===== src/rtl/mode7_pkg.sv =====
// Shared types and default widths for the Mode7 affine line engine.
package mode7_pkg;

    typedef enum logic [1:0] {
        IDLE   = 2'd0,
        SETUP1 = 2'd1,
        SETUP2 = 2'd2,
        RUN    = 2'd3
    } state_t;

    localparam int DEF_COORD_W = 16;
    localparam int DEF_FRAC_W  = 8;
    localparam int DEF_TEX_XW  = 6;
    localparam int DEF_TEX_YW  = 6;
    localparam int DEF_COLOR_W = 8;
    localparam int DEF_LINE_W  = 640;
    localparam int PIX_X_W     = 11;

    localparam logic [DEF_COLOR_W-1:0] DEF_FILL_COLOR = '1;

    // Fixed-point 1.0 in coefficient units.
    localparam int ONE = 1 << DEF_FRAC_W;

    // Accumulator width: integer part, fraction, plus two guard bits so the
    // sum of two products and the origin term has headroom before wrapping.
    function automatic int acc_width(input int coord_w, input int frac_w);
        return coord_w + frac_w + 2;
    endfunction

endpackage


===== src/rtl/mode7_line_engine_if.sv =====
// Texture-ROM read port and output pixel stream of the Mode7 line engine.
// master = engine side, slave = ROM / line-buffer side.
interface mode7_line_engine_if import mode7_pkg::*; #(
    parameter int TEX_AW  = DEF_TEX_XW + DEF_TEX_YW,
    parameter int COLOR_W = DEF_COLOR_W
);
    logic               tex_rd;
    logic [TEX_AW-1:0]  tex_addr;
    logic [COLOR_W-1:0] tex_data;
    logic               pix_valid;
    logic               pix_ready;
    logic [COLOR_W-1:0] pix_color;
    logic [PIX_X_W-1:0] pix_x;
    logic               pix_last;

    modport master (
        output tex_rd, tex_addr,
        input  tex_data,
        output pix_valid, pix_color, pix_x, pix_last,
        input  pix_ready
    );

    modport slave (
        input  tex_rd, tex_addr,
        output tex_data,
        input  pix_valid, pix_color, pix_x, pix_last,
        output pix_ready
    );
endinterface


===== src/rtl/mode7_line_setup.sv =====
// Per-line start coordinate: latches the line parameters on load, registers
// the four matrix products one cycle later, and presents the start sums
// combinationally from those products two cycles after load.
module mode7_line_setup import mode7_pkg::*; #(
    parameter  int COORD_W = DEF_COORD_W,
    parameter  int FRAC_W  = DEF_FRAC_W,
    localparam int CW      = COORD_W + FRAC_W,
    localparam int ACC_W   = acc_width(COORD_W, FRAC_W)
) (
    input  logic                     clk,
    input  logic                     rst,
    input  logic                     load,
    input  logic signed [COORD_W-1:0] line_y,
    input  logic signed [COORD_W-1:0] origin_x,
    input  logic signed [COORD_W-1:0] origin_y,
    input  logic signed [COORD_W-1:0] offset_x,
    input  logic signed [COORD_W-1:0] offset_y,
    input  logic signed [CW-1:0]      coef_a,
    input  logic signed [CW-1:0]      coef_b,
    input  logic signed [CW-1:0]      coef_c,
    input  logic signed [CW-1:0]      coef_d,
    output logic signed [CW-1:0]      step_a,
    output logic signed [CW-1:0]      step_c,
    output logic signed [ACC_W-1:0]   start_x,
    output logic signed [ACC_W-1:0]   start_y
);
    logic signed [COORD_W-1:0] ly_q, ly_d, ox_q, ox_d, oy_q, oy_d, offx_q, offx_d, offy_q, offy_d;
    logic signed [CW-1:0]      a_q, a_d, b_q, b_d, c_q, c_d, d_q, d_d;
    logic signed [COORD_W:0]   dx, dy;
    logic signed [ACC_W-1:0]   pax_q, pax_d, pby_q, pby_d, pcx_q, pcx_d, pdy_q, pdy_d;

    // Capture the line parameters only on the accept cycle.
    always_comb begin
        ly_d = ly_q; ox_d = ox_q; oy_d = oy_q; offx_d = offx_q; offy_d = offy_q;
        a_d = a_q; b_d = b_q; c_d = c_q; d_d = d_q;
        if (load) begin
            ly_d = line_y; ox_d = origin_x; oy_d = origin_y;
            offx_d = offset_x; offy_d = offset_y;
            a_d = coef_a; b_d = coef_b; c_d = coef_c; d_d = coef_d;
        end
    end

    // Products are only needed modulo 2^ACC_W, so multiply at accumulator width.
    always_comb begin
        dx    = (COORD_W+1)'(offx_q) - (COORD_W+1)'(ox_q);
        dy    = (COORD_W+1)'(ly_q) + (COORD_W+1)'(offy_q) - (COORD_W+1)'(oy_q);
        pax_d = ACC_W'(a_q) * ACC_W'(dx);
        pby_d = ACC_W'(b_q) * ACC_W'(dy);
        pcx_d = ACC_W'(c_q) * ACC_W'(dx);
        pdy_d = ACC_W'(d_q) * ACC_W'(dy);
    end

    // Parameter latches and product registers.
    always_ff @(posedge clk or posedge rst) begin
        if (rst) begin
            ly_q <= '0; ox_q <= '0; oy_q <= '0; offx_q <= '0; offy_q <= '0;
            a_q <= '0; b_q <= '0; c_q <= '0; d_q <= '0;
            pax_q <= '0; pby_q <= '0; pcx_q <= '0; pdy_q <= '0;
        end else begin
            ly_q <= ly_d; ox_q <= ox_d; oy_q <= oy_d; offx_q <= offx_d; offy_q <= offy_d;
            a_q <= a_d; b_q <= b_d; c_q <= c_d; d_q <= d_d;
            pax_q <= pax_d; pby_q <= pby_d; pcx_q <= pcx_d; pdy_q <= pdy_d;
        end
    end

    assign step_a  = a_q;
    assign step_c  = c_q;
    assign start_x = pax_q + pby_q + (ACC_W'(ox_q) <<< FRAC_W);
    assign start_y = pcx_q + pdy_q + (ACC_W'(oy_q) <<< FRAC_W);

endmodule


===== src/rtl/mode7_line_engine.sv =====
// Mode7 affine line engine: FSM, stepping accumulators and the two-stage
// fetch/output pipe. Define MODE7_WRAP_EN to tile the texture instead of
// filling out-of-bounds samples with FILL_COLOR.
module mode7_line_engine import mode7_pkg::*; #(
    parameter  int COORD_W = DEF_COORD_W,
    parameter  int FRAC_W  = DEF_FRAC_W,
    parameter  int TEX_XW  = DEF_TEX_XW,
    parameter  int TEX_YW  = DEF_TEX_YW,
    parameter  int COLOR_W = DEF_COLOR_W,
    parameter  int LINE_W  = DEF_LINE_W,
    parameter  logic [COLOR_W-1:0] FILL_COLOR = '1,
    localparam int CW      = COORD_W + FRAC_W,
    localparam int ACC_W   = acc_width(COORD_W, FRAC_W)
) (
    input  logic                      clk,
    input  logic                      rst,
    input  logic                      start,
    input  logic signed [COORD_W-1:0] line_y,
    input  logic signed [COORD_W-1:0] origin_x,
    input  logic signed [COORD_W-1:0] origin_y,
    input  logic signed [COORD_W-1:0] offset_x,
    input  logic signed [COORD_W-1:0] offset_y,
    input  logic signed [CW-1:0]      coef_a,
    input  logic signed [CW-1:0]      coef_b,
    input  logic signed [CW-1:0]      coef_c,
    input  logic signed [CW-1:0]      coef_d,
    output logic                      busy,
    output logic                      done,
    mode7_line_engine_if.master       bus
);
    state_t                 state_q, state_d;
    logic signed [ACC_W-1:0] acc_x_q, acc_x_d, acc_y_q, acc_y_d;
    logic signed [ACC_W-1:0] start_x, start_y;
    logic signed [CW-1:0]    step_a, step_c;
    logic [PIX_X_W-1:0]      n_q, n_d, s2_x_q, s2_x_d;
    logic                    issue_done_q, issue_done_d;
    logic                    s2_valid_q, s2_valid_d, s2_oob_q, s2_oob_d, s2_last_q, s2_last_d;
    logic                    done_q, done_d;
    logic                    accept, stall, handshake, s1_go, col_last, in_bounds;
    logic [TEX_XW-1:0]       tx_idx;
    logic [TEX_YW-1:0]       ty_idx;

    // The cycle after done is still IDLE, but a start there must be refused.
    assign accept = (state_q == IDLE) && start && !done_q;

    mode7_line_setup #(.COORD_W(COORD_W), .FRAC_W(FRAC_W)) u_setup (
        .clk(clk), .rst(rst), .load(accept),
        .line_y(line_y), .origin_x(origin_x), .origin_y(origin_y),
        .offset_x(offset_x), .offset_y(offset_y),
        .coef_a(coef_a), .coef_b(coef_b), .coef_c(coef_c), .coef_d(coef_d),
        .step_a(step_a), .step_c(step_c), .start_x(start_x), .start_y(start_y)
    );

`ifdef MODE7_WRAP_EN
    // Tiled texture: low integer bits select the texel, every sample is valid.
    always_comb begin
        tx_idx    = acc_x_q[FRAC_W +: TEX_XW];
        ty_idx    = acc_y_q[FRAC_W +: TEX_YW];
        in_bounds = 1'b1;
    end
`else
    logic signed [ACC_W-FRAC_W-1:0] tx_full, ty_full;

    // Integer coordinate is in range iff every bit above the index is zero.
    always_comb begin
        tx_full   = acc_x_q[ACC_W-1:FRAC_W];
        ty_full   = acc_y_q[ACC_W-1:FRAC_W];
        tx_idx    = tx_full[TEX_XW-1:0];
        ty_idx    = ty_full[TEX_YW-1:0];
        in_bounds = (tx_full[ACC_W-FRAC_W-1:TEX_XW] == '0) &&
                    (ty_full[ACC_W-FRAC_W-1:TEX_YW] == '0);
    end
`endif

    // Pipe control: a waiting output pixel freezes the whole pipe.
    always_comb begin
        stall     = s2_valid_q && !bus.pix_ready;
        handshake = s2_valid_q && bus.pix_ready;
        col_last  = (n_q == PIX_X_W'(LINE_W - 1));
        s1_go     = (state_q == RUN) && !issue_done_q && !stall;
    end

    // Next state: fixed two setup cycles, then run until the last pixel leaves.
    always_comb begin
        state_d = state_q;
        case (state_q)
            IDLE:    if (accept) state_d = SETUP1;
            SETUP1:  state_d = SETUP2;
            SETUP2:  state_d = RUN;
            RUN:     if (handshake && s2_last_q) state_d = IDLE;
            default: state_d = IDLE;
        endcase
    end

    // Accumulator stepping, column counter and S2 pipeline register updates.
    always_comb begin
        acc_x_d      = acc_x_q;
        acc_y_d      = acc_y_q;
        n_d          = n_q;
        issue_done_d = issue_done_q;
        s2_valid_d   = s2_valid_q;
        s2_oob_d     = s2_oob_q;
        s2_last_d    = s2_last_q;
        s2_x_d       = s2_x_q;
        done_d       = (state_q == RUN) && handshake && s2_last_q;
        if (accept) begin
            n_d          = '0;
            issue_done_d = 1'b0;
        end
        if (state_q == SETUP2) begin
            acc_x_d = start_x;
            acc_y_d = start_y;
        end
        if (s1_go) begin
            acc_x_d = acc_x_q + ACC_W'(step_a);
            acc_y_d = acc_y_q + ACC_W'(step_c);
            n_d     = n_q + PIX_X_W'(1);
            if (col_last) issue_done_d = 1'b1;
        end
        if (!stall) begin
            s2_valid_d = s1_go;
            s2_oob_d   = !in_bounds;
            s2_last_d  = s1_go && col_last;
            if (s1_go) s2_x_d = n_q;
        end
    end

    // State register.
    always_ff @(posedge clk or posedge rst) begin
        if (rst) state_q <= IDLE;
        else     state_q <= state_d;
    end

    // Datapath registers; reset discards any in-flight pixels.
    always_ff @(posedge clk or posedge rst) begin
        if (rst) begin
            acc_x_q <= '0; acc_y_q <= '0; n_q <= '0; issue_done_q <= 1'b0;
            s2_valid_q <= 1'b0; s2_oob_q <= 1'b0; s2_last_q <= 1'b0; s2_x_q <= '0;
            done_q <= 1'b0;
        end else begin
            acc_x_q <= acc_x_d; acc_y_q <= acc_y_d; n_q <= n_d; issue_done_q <= issue_done_d;
            s2_valid_q <= s2_valid_d; s2_oob_q <= s2_oob_d; s2_last_q <= s2_last_d; s2_x_q <= s2_x_d;
            done_q <= done_d;
        end
    end

    // The ROM holds its data while tex_rd is low, so S2 can take the colour
    // straight from tex_data even across stalls.
    assign bus.tex_rd    = s1_go && in_bounds;
    assign bus.tex_addr  = bus.tex_rd ? {ty_idx, tx_idx} : '0;
    assign bus.pix_valid = s2_valid_q;
    assign bus.pix_color = !s2_valid_q ? '0 : (s2_oob_q ? FILL_COLOR : bus.tex_data);
    assign bus.pix_x     = s2_x_q;
    assign bus.pix_last  = s2_last_q;
    assign busy          = (state_q != IDLE);
    assign done          = done_q;

endmodule

===== src/flat_wrapper.sv =====
// flat-port wrapper written by rule: the top's interface ports become plain ports
module mode7_line_engine_flat import mode7_pkg::*;
#(
    parameter  int COORD_W = DEF_COORD_W,
    parameter  int FRAC_W  = DEF_FRAC_W,
    parameter  int TEX_XW  = DEF_TEX_XW,
    parameter  int TEX_YW  = DEF_TEX_YW,
    parameter  int COLOR_W = DEF_COLOR_W,
    parameter  int LINE_W  = DEF_LINE_W,
    parameter  logic [COLOR_W-1:0] FILL_COLOR = '1,
    localparam int CW      = COORD_W + FRAC_W,
    localparam int ACC_W   = acc_width(COORD_W, FRAC_W)
)
  (clk, rst, start, line_y, origin_x, origin_y, offset_x, offset_y, coef_a, coef_b, coef_c, coef_d, busy, done, bus_tex_rd, bus_tex_addr, bus_tex_data, bus_pix_valid, bus_pix_color, bus_pix_x, bus_pix_last, bus_pix_ready);
  mode7_line_engine_if #(.COLOR_W(COLOR_W)) bus_i ();
  input  logic clk;
  input  logic rst;
  input  logic start;
  input  logic signed [COORD_W-1:0] line_y;
  input  logic signed [COORD_W-1:0] origin_x;
  input  logic signed [COORD_W-1:0] origin_y;
  input  logic signed [COORD_W-1:0] offset_x;
  input  logic signed [COORD_W-1:0] offset_y;
  input  logic signed [CW-1:0] coef_a;
  input  logic signed [CW-1:0] coef_b;
  input  logic signed [CW-1:0] coef_c;
  input  logic signed [CW-1:0] coef_d;
  output logic busy;
  output logic done;
  output wire logic [$bits(bus_i.tex_rd)-1:0] bus_tex_rd;
  output wire logic [$bits(bus_i.tex_addr)-1:0] bus_tex_addr;
  input wire logic [$bits(bus_i.tex_data)-1:0] bus_tex_data;
  output wire logic [$bits(bus_i.pix_valid)-1:0] bus_pix_valid;
  output wire logic [$bits(bus_i.pix_color)-1:0] bus_pix_color;
  output wire logic [$bits(bus_i.pix_x)-1:0] bus_pix_x;
  output wire logic [$bits(bus_i.pix_last)-1:0] bus_pix_last;
  input wire logic [$bits(bus_i.pix_ready)-1:0] bus_pix_ready;
  assign bus_tex_rd = bus_i.tex_rd;
  assign bus_tex_addr = bus_i.tex_addr;
  assign bus_i.tex_data = bus_tex_data;
  assign bus_pix_valid = bus_i.pix_valid;
  assign bus_pix_color = bus_i.pix_color;
  assign bus_pix_x = bus_i.pix_x;
  assign bus_pix_last = bus_i.pix_last;
  assign bus_i.pix_ready = bus_pix_ready;
  mode7_line_engine #(.COORD_W(COORD_W), .FRAC_W(FRAC_W), .TEX_XW(TEX_XW), .TEX_YW(TEX_YW), .COLOR_W(COLOR_W), .LINE_W(LINE_W), .FILL_COLOR(FILL_COLOR)) u_core (.clk(clk), .rst(rst), .start(start), .line_y(line_y), .origin_x(origin_x), .origin_y(origin_y), .offset_x(offset_x), .offset_y(offset_y), .coef_a(coef_a), .coef_b(coef_b), .coef_c(coef_c), .coef_d(coef_d), .busy(busy), .done(done), .bus(bus_i));
endmodule

===== config.mk =====
export PLATFORM = sky130hd
export DESIGN_NAME = mode7_line_engine_flat
export DESIGN_NICKNAME = d
export VERILOG_FILES = /design/src/rtl/mode7_pkg.sv /design/src/rtl/mode7_line_engine_if.sv /design/src/rtl/mode7_line_setup.sv /design/src/rtl/mode7_line_engine.sv /design/src/flat_wrapper.sv
export SDC_FILE = /design/constraint.sdc
export NUM_CORES = 2
export LEC_CHECK = 0
export CORE_MARGIN = 2
export CORE_UTILIZATION = 45
export DETAILED_ROUTE_END_ITERATION = 12
export SLEW_MARGIN = 20
export SYNTH_ARGS = -nofsm -noshare
export SYNTH_HDL_FRONTEND = slang
export SYNTH_HIERARCHICAL = 1
export SYNTH_SLANG_ARGS = --single-unit

===== constraint.sdc =====
create_clock -name clk -period 8.7 [get_ports clk]
set_input_delay 1.305 -clock clk [delete_from_list [all_inputs] [get_ports clk]]
set_output_delay 1.305 -clock clk [all_outputs]
set_load 0.05 [all_outputs]

==> impl_metrics.toml <==
[timing]
finClkSkew_ps = 25.50
finalSetupViolCount = 0
max_freq_mhz = 115.5
slew_headroom = 0.2693
grt_setup_unrepaired = "true"
fin_tns_setup_ps = 0
worstMarginPinSlew_ps = 1096
slew_viol_final = 0
fin_crit_sh = 0.9953
finalCriticalPeriod_ps = 8659
hold_violations = 0

[synth]
post_synth_num_cell_types = 78
async_flop_share = 1.000
synth-edff-count = 0
yosysSeqAreaShare = 0.1598
synth_ff_type = "dfrtp_1"
yosysWarnings = 6
syn_nets = 7754
synth_commonest_cells = "1285 x inv_1, 971 x fa_1, 912 x nand2_1"
syn_area_um2 = 56530
synth_top_area_frac = 0.3439
syn_inst = 6111
ys_seq_elements = 361
yosysMostFrequentCell = "inv_1"
yosys-top-cells-area = "fa_1 34%, dfrtp_1 16%, ha_1 11%"
synth_top_area_cell = "fa_1"
avgSynthCellArea_um2 = 9.250

[hold_path]
hp-class = "flip-flop to flip-flop"

[clocking]
path_clk_slew_ps = 60
clock_latency_ps = 620
hold_buffers = 0
htreeDepth = 2
clk_path_buf_depth = 3
clock-sinks = 361
ctsRootBufferMaster = "clkbuf_16"
cts_tree = "yes"
cts_made_buffers = 45

[flow_run]
maxCapViolCount = 0

[floorplanning]
row_count = 130
initial_core_util = 0.4519
core-area_um2 = 125100
die_h_um = 358.4
die_area_um2 = 128500
die_w_um = 358.4
boundaryPins = 224

[worst_setup_path]
critPathBufInv = 6
cp-start-kind = "flip-flop"
crit_type = "flip-flop to flip-flop"
crit_arrival_ps = 9150
worst_path_most_repeated_cell = "xnor2_1"
cp.required_ps = 9190
crit_path_max_fanout = 3
critPathTopFamily = "adder cells"
crit_slowest_cell = "fa_1"
slowest_delay_ps = 540
endpoint_kind = "flip-flop"

[route]
drc = 0
dr.pass1.iters = 5
wirelength_um = 155000
routedWlPerCell_um = 19.31
first_iter_violations = 2617
postRouteAntennaNets = 0
num_vias = 41266
vias_per_cell = 5.139

[placed_design]
place_area_um2 = 61800
io_buffers = 223
dp.cells = 7922
place_congestion = 0.8821
place_hpwl_um = 120100

[global_routing]
globalRouteTotalUtil = 0.2494
grt_max_degree = 120
grt_overflow = 0
grt_pass1_vias = 44096
grt_pass1_wl_um = 248500
antenna_found_initial = 3

[final_layout]
multiInputGateArea_um2 = 42430
fillers = 11627
fin_cells = 8030
syn2layout_area_growth_pct = 13.28
drive_gt1_frac = 0.08766
design_area_um2 = 64030
nets = 7985
final-seq-area_um2 = 9034

[status]
status = "complete, no violations"
-- state kept, by name, summed over array words and instances (netlist names), 24 cells and up --
name,flops
u_core/acc_y_q,26
u_core/u_setup/d_q,24
u_core/u_setup/b_q,24
u_core/u_setup/step_c,24
u_core/u_setup/pby_q,26
u_core/u_setup/step_a,24
u_core/u_setup/pcx_q,26
u_core/acc_x_q,26
u_core/u_setup/pax_q,26
u_core/u_setup/pdy_q,26
-- worst paths after layout --
| check | from | to | slack (ps) | cells past startpoint |
|---|---|---|---|---|
| max | u_core/u_setup/oy_q[1]$_DFFE_PP0P_ | u_core/u_setup/pby_q[25]$_DFF_PP0_ | 40 | 38 |
| min | u_core/bus.pix_x[2]$_DFFE_PP0P_ | u_core/bus.pix_x[2]$_DFFE_PP0P_ | 480 | 2 |
| max reg2reg | u_core/u_setup/oy_q[1]$_DFFE_PP0P_ | u_core/u_setup/pby_q[25]$_DFF_PP0_ | 40 | 38 |
| min reg2reg | u_core/bus.pix_x[2]$_DFFE_PP0P_ | u_core/bus.pix_x[2]$_DFFE_PP0P_ | 480 | 2 |
| max in group asynchronous | rst | u_core/u_setup/pax_q[16]$_DFF_PP0_ | 5920 | 4 |
| min in group asynchronous | rst | u_core/u_setup/ly_q[1]$_DFFE_PP0P_ | 1210 | 2 |
-- layer usage --
layer	global-route usage	up-vias	part of all wire
met5	0	-	0.000084
met3	0.03426	220	0.058
met1	0.3426	21012	0.44
li1	-	18944	-
met2	0.4153	1088	0.48
met4	0.06586	2	0.027
-- layout make-up --
class / count / area share
inverters: 1286 / 0.07560
clock inverters: 23 / 0.004396
multi-input cells: 4218 / 0.6627
well taps: 1650 / 0.03224
clock buffers: 59 / 0.02032
repair buffers: 430 / 0.06358
diodes: 3 / 0.0001172
flip-flops and latches: 361 / 0.1411
-- cell usage in the layout, fill, tap and decap left out, types with 38 or more instances in the layout --
cell / n
clkbuf_16: 47
clkdlybuf4s50_1: 223
inv_1: 1275
mux2i_1: 38
dfrtp_1: 361
fa_1: 963
a21o_1: 57
buf_4: 182
mux2_2: 137
nor2_1: 123
xor2_1: 54
and2_1: 443
o21ai_0: 161
nand2_1: 911
ha_1: 478
nor2b_1: 73
a21oi_1: 136
xnor2_1: 196
-- logic make-up (layout without fill, tap and decap cells) --
logic type      count (synthesis)  count (layout)  synth area share
compound gates                556             556           0.06105
xor+xnor                      291             292           0.04668
fa+ha+maj                    1455            1455            0.4510
buf+inv                      1533            1798            0.1019
flops                         361             361            0.1598
mux                           175             175           0.03402
other cells                     0               3                 0
simple gates                 1740            1740            0.1455
-- through the flow --
step	worst slack, ps	util	hold WS [ps]
floorplan	225.3	-	441.0
global placement	-317.1	0.4940	462.3
CTS	-25.47	0.5083	486.6
finish	40.87	0.5119	480.1
detailed placement	-371.5	0.4941	465.6
global route	-316.5	0.5119	492.6
-- what timing repair did --
action,in CTS,in global routing
setup buffers,10,11
resized for setup,24,69
pin swaps,30,49
endpoints found under the setup margin,10,17
gates cloned,0,1
-- worst register-to-register path: cells and delay by family, from the launching register on --
kind | cells | cell delay [ps]
DFF | 1 | 410
adders and majority gates | 8 | 3710
buffers and inverters | 6 | 640
xor gates and xnor gates | 12 | 1750
and+or+nand+nor | 2 | 320
AOI/OAI and AO/OA | 10 | 1720
Power is left out: the tool's default activity adds up to more than one toggle a clock period on the data nets, which glitch-free logic cannot reach.
